[src/rtl/out_mem_sequencer_pkg.sv]
// Shared types and constants for the output-memory write sequencer.
package out_mem_sequencer_pkg;

  typedef enum logic [1:0] {
    ST_IDLE     = 2'd0,
    ST_WRITE    = 2'd1,
    ST_DRAM_REQ = 2'd2
  } state_t;

  localparam logic [1:0] MODE_CONV = 2'b00;
  localparam logic [1:0] MODE_FC   = 2'b01;

  // Modes 2'b1x are reserved and never start a burst.
  function automatic logic mode_valid(input logic [1:0] mode);
    return ~mode[1];
  endfunction

endpackage

[src/rtl/out_addr_packer.sv]
// Output-memory address/lane counter with pooled-lane packing,
// partial-word flush at burst end and a sticky wrap flag.
module out_addr_packer #(
  parameter int unsigned ADDR_W     = 13,
  parameter int unsigned POOL_DEPTH = 4
) (
  input  logic                          clk,
  input  logic                          rst_n,
  input  logic                          step,
  input  logic                          last,
  input  logic                          pool,
  input  logic                          clear,
  output logic [ADDR_W-1:0]             addr,
  output logic [$clog2(POOL_DEPTH)-1:0] lane,
  output logic                          overflow
);

  localparam int unsigned LANE_W = $clog2(POOL_DEPTH);

  logic [LANE_W-1:0] lane_inc;
  logic [LANE_W-1:0] lane_n;
  logic              adv;
  logic              wrap;

  // POOL_DEPTH is a power of two, so lane+1 wraps to 0 on its own.
  // The last pooled write always moves to a fresh word.
  always_comb begin
    lane_inc = lane + LANE_W'(1);
    lane_n   = lane;
    adv      = 1'b0;
    if (step) begin
      if (pool) begin
        adv    = (lane_inc == '0) || last;
        lane_n = last ? '0 : lane_inc;
      end else begin
        adv    = 1'b1;
        lane_n = '0;
      end
    end
    wrap = adv && (addr == '1);
  end

  always_ff @(posedge clk or negedge rst_n) begin
    if (!rst_n) begin
      addr     <= '0;
      lane     <= '0;
      overflow <= 1'b0;
    end else if (clear) begin
      addr     <= '0;
      lane     <= '0;
      overflow <= 1'b0;
    end else begin
      addr <= addr + ADDR_W'(adv);
      lane <= lane_n;
      if (wrap) overflow <= 1'b1;
    end
  end

endmodule

[src/rtl/out_mem_sequencer.sv]
// Sequences output-memory write bursts after a ReLU latency qualification,
// then optionally hands the buffer to the DRAM engine.
module out_mem_sequencer
  import out_mem_sequencer_pkg::*;
#(
  parameter int unsigned ADDR_W     = 13,
  parameter int unsigned ROW_LEN    = 7,
  parameter int unsigned RELU_LAT   = 3,
  parameter int unsigned POOL_DEPTH = 4
) (
  input  logic                          clk,
  input  logic                          rst_n,
  input  logic [1:0]                    conv_or_fc,
  input  logic                          pool_en,
  input  logic                          relu_activate,
  input  logic                          dram_access_required,
  input  logic                          dram_ack,
  output logic [ADDR_W-1:0]             out_mem_addr,
  output logic                          en_out_mem,
  output logic                          wen_out_mem,
  output logic [$clog2(POOL_DEPTH)-1:0] pool_lane,
  output logic                          out_buf_ready,
  output logic                          row_done,
  output logic                          addr_overflow
);

  localparam int unsigned LANE_W = $clog2(POOL_DEPTH);
  localparam int unsigned LAT_W  = (RELU_LAT > 1) ? $clog2(RELU_LAT) : 1;
  localparam int unsigned BEAT_W = (ROW_LEN > 1) ? $clog2(ROW_LEN) : 1;

  state_t            state, state_n;
  logic [LAT_W-1:0]  lat_cnt, lat_n;
  logic [BEAT_W-1:0] beat, beat_n;
  logic [1:0]        mode_q, mode_n;
  logic              pool_q, pool_n;
  logic              step, last, clear, burst_last;

  logic [ADDR_W-1:0] addr;
  logic [LANE_W-1:0] lane;
  logic              overflow;

  always_ff @(posedge clk or negedge rst_n) begin
    if (!rst_n) begin
      state   <= ST_IDLE;
      lat_cnt <= '0;
      beat    <= '0;
      mode_q  <= MODE_CONV;
      pool_q  <= 1'b0;
    end else begin
      state   <= state_n;
      lat_cnt <= lat_n;
      beat    <= beat_n;
      mode_q  <= mode_n;
      pool_q  <= pool_n;
    end
  end

  // Mode and pooling are captured on burst entry and held for the burst.
  always_comb begin
    state_n    = state;
    lat_n      = lat_cnt;
    beat_n     = beat;
    mode_n     = mode_q;
    pool_n     = pool_q;
    step       = 1'b0;
    last       = 1'b0;
    clear      = 1'b0;
    burst_last = (mode_q == MODE_FC) || (beat == BEAT_W'(ROW_LEN - 1));
    case (state)
      ST_IDLE: begin
        if (relu_activate && mode_valid(conv_or_fc)) begin
          if (lat_cnt == LAT_W'(RELU_LAT - 1)) begin
            state_n = ST_WRITE;
            lat_n   = '0;
            beat_n  = '0;
            mode_n  = conv_or_fc;
            pool_n  = pool_en;
          end else begin
            lat_n = lat_cnt + LAT_W'(1);
          end
        end else begin
          lat_n = '0;
        end
      end
      ST_WRITE: begin
        step   = 1'b1;
        last   = burst_last;
        beat_n = beat + BEAT_W'(1);
        if (burst_last) state_n = dram_access_required ? ST_DRAM_REQ : ST_IDLE;
      end
      ST_DRAM_REQ: begin
        if (dram_ack) begin
          clear   = 1'b1;
          state_n = ST_IDLE;
        end
      end
      default: state_n = ST_IDLE;
    endcase
  end

  out_addr_packer #(
    .ADDR_W     (ADDR_W),
    .POOL_DEPTH (POOL_DEPTH)
  ) u_packer (
    .clk      (clk),
    .rst_n    (rst_n),
    .step     (step),
    .last     (last),
    .pool     (pool_q),
    .clear    (clear),
    .addr     (addr),
    .lane     (lane),
    .overflow (overflow)
  );

  // Output stage: every port is a flop fed from state-phase values.
  always_ff @(posedge clk or negedge rst_n) begin
    if (!rst_n) begin
      out_mem_addr  <= '0;
      en_out_mem    <= 1'b0;
      wen_out_mem   <= 1'b0;
      pool_lane     <= '0;
      out_buf_ready <= 1'b0;
      row_done      <= 1'b0;
      addr_overflow <= 1'b0;
    end else begin
      out_mem_addr  <= addr;
      en_out_mem    <= (state == ST_WRITE);
      wen_out_mem   <= (state == ST_WRITE);
      pool_lane     <= lane;
      out_buf_ready <= (state == ST_DRAM_REQ);
      row_done      <= step && last;
      addr_overflow <= overflow;
    end
  end

endmodule

[config.mk]
export PLATFORM = sky130hd
export DESIGN_NAME = out_mem_sequencer
export DESIGN_NICKNAME = d
export VERILOG_FILES = /design/src/rtl/out_mem_sequencer_pkg.sv /design/src/rtl/out_addr_packer.sv /design/src/rtl/out_mem_sequencer.sv
export SDC_FILE = /design/constraint.sdc
export NUM_CORES = 1
export LEC_CHECK = 0
export ABC_AREA = 1
export CAP_MARGIN = 25
export CORE_MARGIN = 4
export CORE_UTILIZATION = 40
export DETAILED_ROUTE_END_ITERATION = 12
export PLACE_DENSITY = 0.61
export SETUP_SLACK_MARGIN = 0.2
export SYNTH_ARGS = -nofsm -noshare
export SYNTH_HDL_FRONTEND = slang
export SYNTH_SLANG_ARGS = --single-unit
[constraint.sdc]
create_clock -name clk -period 2 [get_ports clk]
set_input_delay 0.2 -clock clk [delete_from_list [all_inputs] [get_ports clk]]
set_output_delay 0.2 -clock clk [all_outputs]
set_load 0.1 [all_outputs]
== Word-level counts from Yosys, hierarchy flattened ==
Cells that the tools add are included.
Widths: inputs -> output; s select.

* Logic and storage cells: 66
* Output and inout port bits: 20
* Bits in registers: 45
* Input bits: 8

* Eq/ne operators: 10
* Muxes and demuxes: 24
* Reduce and logical (&&, ||, !) cells: 13
* Bitwise logic cells: 1
* Add/subtract/negate cells: 4

{| class="wikitable"
|+ Operators with widths
! operator !! count
|-
| $mux 2 || 11
|-
| $add 13x1->13 || 1
|-
| $eq 13x13->1 const B || 1
|-
| $mux 13 || 1
|-
| $mux 1 || 8
|-
| $ne 2x2->1 const B || 4
|-
| $mux 3 || 2
|-
| $pmux 2 s3 || 1
|-
| $pmux 3 s2 || 1
|-
| $reduce_and 3->1 || 2
|-
| $reduce_bool 2->1 || 3
|-
| $add 2x1->2 const B || 2
|-
| $eq 2x1->1 const B || 2
|-
| $eq 2x2->1 const B || 2
|-
| $logic_not 2->1 || 2
|-
| $reduce_and 4->1 || 1
|-
| $add 3x1->3 const B || 1
|-
| $eq 3x3->1 const B || 1
|-
| $logic_and 1x1->1 || 3
|-
| $logic_or 1x1->1 || 2
|-
| $not 1->1 || 1
|}

== Longest topological paths before layout ==
* Depth in word-level cells: 9
* Depth in mapped cells: 14
* Gate-level depth less buffers: 14

== Modules after synthesis ==
From an unflattened synthesis, not the netlist that was laid out.

* Cells, all modules: 197
* Area, all modules: 1840.5 um2

{| class="wikitable"
|+ Modules (own cells, without submodules)
! module !! area an instance (um2) !! sequential area each (um2) !! times used !! cells an instance
|-
| out_mem_sequencer || 1007.2 || 725.7 || 1 || 87
|-
| out_addr_packer || 833.3 || 400.4 || 1 || 110
|}

== Least setup slack after synthesis ==
No wires, ideal clock.

* Path kind: reg-to-reg
* From: register beat[0]
* To: register u_packer.addr[4]
* Data arrival time: 1.659 ns
* Setup time: 0.118 ns
* Stages on the path, launching flop included: 13
* Setup slack: 0.223 ns
* Cells stage by stage: dfrtp_1 > inv_1 > ha_1 > nand2_1 > nand2_1 > nor2_1 > nor2_1 > ha_1 > ha_1 > nand2_1 > nor2_4 > xor2_1 > nor2_1

* Cells in the longest elaborated chain, start to end: 8

{| class="wikitable"
|+ RTL lines
! item !! line !! text
|-
| start, declared || out_mem_sequencer.sv:33 || <nowiki>logic [BEAT_W-1:0] beat, beat_n;</nowiki>
|-
| start signal, assigned || out_mem_sequencer.sv:52 || <nowiki>beat <= beat_n;</nowiki>
|-
| $eq 3x3->1 || out_mem_sequencer.sv:68 || <nowiki>burst_last = (mode_q == MODE_FC) || (beat == BEAT_W'(ROW_LEN - 1));</nowiki>
|-
| $logic_or 1x1->1 || out_mem_sequencer.sv:68 ||
|-
| $mux 1 || out_mem_sequencer.sv:69 || <nowiki>case (state)</nowiki>
|-
| $logic_or 1x1->1 || out_addr_packer.sv:33 || <nowiki>adv = (lane_inc == '0) || last;</nowiki>
|-
| $mux 1 || out_addr_packer.sv:32 || <nowiki>if (pool) begin</nowiki>
|-
| $mux 1 || out_addr_packer.sv:31 || <nowiki>if (step) begin</nowiki>
|-
| $add 13x1->13 || out_addr_packer.sv:53 || <nowiki>addr <= addr + ADDR_W'(adv);</nowiki>
|-
| $mux 13 || out_addr_packer.sv:48 || <nowiki>end else if (clear) begin</nowiki>
|-
| end signal, assigned || out_addr_packer.sv:53 ||
|-
| end, declared || out_addr_packer.sv:13 || <nowiki>output logic [ADDR_W-1:0] addr,</nowiki>
|}

No other way between the ends.
A chain may end at the register's enable or synchronous reset.

== Final worst setup path ==
Same ends and word-level chain as after synthesis.

==> metrics.md <==
| Metric | Value |
|---|---|
| Status | complete, no violations |
| Worst-path maximum fanout | 5 |
| Final WS setup | 0.257 ns |
| Syn_nets | 211 |
| Die span in x | 77.0 um |
| Total CTS buffers | 5 |
| Critical path class | reg -> reg |
| Via density per instance | 4.71 |
| Mean Syn Cell Area | 9.68 um^2 |
| Min Tclk post-route | 1.74 ns |
| Overall fraction of global-route tracks in use | 12.5% |
| Share of the synthesized area in the top cell type | 59.1% |
| CTS root buf | clkbuf_8 |
| Worst IR drop on VDD | 1.25 mV |
| Num rows | 24 |
| Dpl cells | approximately 280 |
| DIE AREA | roughly 0.0059 mm^2 |
| Hold violation count in the final report | 0 |
| Antenna violations before repair | 0 |
| Worst r2r src | beat[0] |
| HP Class | reg -> reg |
| Library cells used by synthesis | 26 |
| Slew @ Worst Pin | 0.487 ns |
| Clk_lat worst skew | 0.29 ns |
| Total power | 3.47 mW |
| Max_slew headroom | roughly two thirds |
| Flop2flop setup slack | approximately 0.26 ns |
| Fill count | 395 |
| First-pass GRT wire length | approximately 6.0 mm |
| Routed wire length | 3.40 mm |
| CTS sink count | 45 |
| Worst slack at placement | 0.0460 ns |
| Initial Util | between 40% and 50% |
| DR DRC count | 0 |
| Non-filler cells, final | between 200 and 300 |
| Max Fclk | 574 MHz |
| Synth Warn # | 0 |
| Unrepaired setup endpoints after global routing | yes |
| HPWL after DPL | 2.33 mm |
| Layout Nets | 250 |
| Area of the multi-input gates | 734 um^2 |
| Count leader, synth | dfrtp_1 |
| Vias in the first global route | 1367 |
| TritonRoute pass-1 iters | 4 |
| Routed WL per cell | roughly 12 um |
| GPL Wtd Cong | 0.785 |
| Synth Instances | 197 |
| Layout cells sized above 1 | 29.1% |
| Layout Utilization | 54.4% |
| Routing usage on met3 | 2.81% |
| Asr flop ratio synth | 100% |
| Largest net degree at the start of global routing | 26 |
| Seq/Total Area, Yosys | just under 60% |
| Maximum root-to-sink buffer count | 2 |
| Top post-synthesis cells by count | dfrtp_1 (45), nand2_1 (40), inv_1 (30), nor2_1 (21), nand3_1 (9) |
| Pwr/cell area | 1430 mW/mm^2 |
| Crit share post-route | a little under 90% |
| Grt ovf | 0 |
| Final setup viols | 0 |
| Primary FF master, synth | dfrtp_1 |
| 1st-iter DRT viols | 56 |
| FF+latch area | 0.00113 mm^2 |
| Arr. time, crit path | around 1.9 ns |
| Htree depth | 2 |
| Leak pwr | 1.27 nW |
| WP data required | 2.19 ns |
| Antenna cells | 0 |
| Reg clk slew, reported paths | 0.08 ns |
| Die Y | 77.0 um |
| Top cells by area, synth | dfrtp_1 (59%), nand2_1 (7.9%), inv_1 (5.9%) |
| Most Crowded Layer GR | met2 |
| Startpoint Class | flip-flop |
| Largest area contributor in the netlist | dfrtp_1 |
| Global Route met2 Usage | 20.9% |
| Cell Area, Synth | 0.00191 mm^2 |
| Vias after detailed routing | 1360 |
| GR Util met1 | 15.9% |
| Slew Viols, Final | 0 |
| Crit end category | flip-flop |
| Sum Neg Setup Slack | 0 ns |
| Worst Min Path Start | u_packer.overflow |
| Core area | ~0.0045 mm^2 |
| Critical path launch point | beat[0] |
| Flops & latches, synth | 45 |
| CTS tree | yes |
| Port bufs | 27 |
| Num ports | 28 |
| Clock Skew | ~0.0064 ns |
| Max Cap Viol | 0 |
| EDFF count, synth | 0 |
| Area grow syn2layout | 27.6% |
| Routed Antenna Nets | 0 |
==> state kept, by name (all words and copies together), names as in the netlist <==
signal,count
u_packer.lane,2
state,2
lat_cnt,2
wen_out_mem,1
addr_overflow,1
pool_lane,2
beat,3
pool_q,1
out_buf_ready,1
mode_q,2
u_packer.addr,13
out_mem_addr,13
row_done,1
u_packer.overflow,1
==> routing by layer <==
metal  vias up  routed length, um
met5         -                  0
met4         0                 67
met3         7                132
met2        30               1680
met1       629               1520
li1        694                  -
==> final cells by class <==
class / instances / share of cell area, %
clock inverter: 1 / 0.206
timing repair buffer: 34 / 11.6
multi-input combinational: 118 / 30.2
inverter: 32 / 5.04
sequential: 45 / 46.3
tap: 52 / 2.67
clock buffer: 7 / 3.96
==> stage by stage <==
| stage | hold slack [ns] | cell area (um^2) |
|---|---|---|
| after floorplan | -0.0956 | 1910 |
| after global placement | 0.200 | 2200 |
| after detailed placement | 0.199 | 2200 |
| after CTS | 0.410 | 2370 |
| after global routing | 0.422 | 2430 |
| final | 0.401 | 2430 |
==> critical path, stage by stage (launching register included) <==
cell	delay (ns)
dfrtp_1	0.38
inv_1	0.06
ha_2	0.16
nand2_2	0.04
nand2_2	0.10
nor2_4	0.04
nor2_4	0.11
ha_4	0.19
ha_4	0.15
nand2_4	0.06
nor2_4	0.14
xor2_1	0.16
nor2_1	0.06
==> logic make-up after synthesis <==
group / Yosys count / synth area share [%]
XOR/XNOR: 1 / 0.459
AO/OA/AOI/OAI: 18 / 5.38
AND/OR/NAND/NOR: 93 / 23.9
buffers and inverters: 34 / 7.28
flip-flops: 45 / 59.1
adder cells (fa/ha/maj): 6 / 3.94
==> timing repair <==
item | 4_1_cts | 5_1_grt
pin swaps | 7 | 16
setup endpoints to repair | 9 | 10
endpoints found under the hold margin | 20 | 0
buffers inserted | 3 | 1
gates resized for setup | 9 | 14
hold buffers | 1 | 0
==> final timing paths <==
kind | end | cells past startpoint
worst max-delay path | u_packer.addr[4] | 12
worst min-delay path | addr_overflow | 0
min in group asynchronous | pool_lane[1] | 2
max in group asynchronous | u_packer.addr[11] | 3
worst max register to register | u_packer.addr[4] | 12
worst min register to register | addr_overflow | 0
==> layout by cell type (no fill, tap or decap), drive strengths merged, types with 3 or more instances in the layout <==
master / count
a21oi: 6
nor2: 28
ha: 6
nand2: 46
dfrtp: 45
nor3: 4
clkdlybuf4s50: 6
inv: 32
buf: 27
o21ai: 9
nand4: 3
clkbuf: 7
nand3: 11
==> where the power goes <==
part | switching [mW] | internal [mW]
sequential | 0.225 | 1.15
combinational | 1.12 | 0.380
clock | 0.282 | 0.312
(Power assumes the default switching activity.)
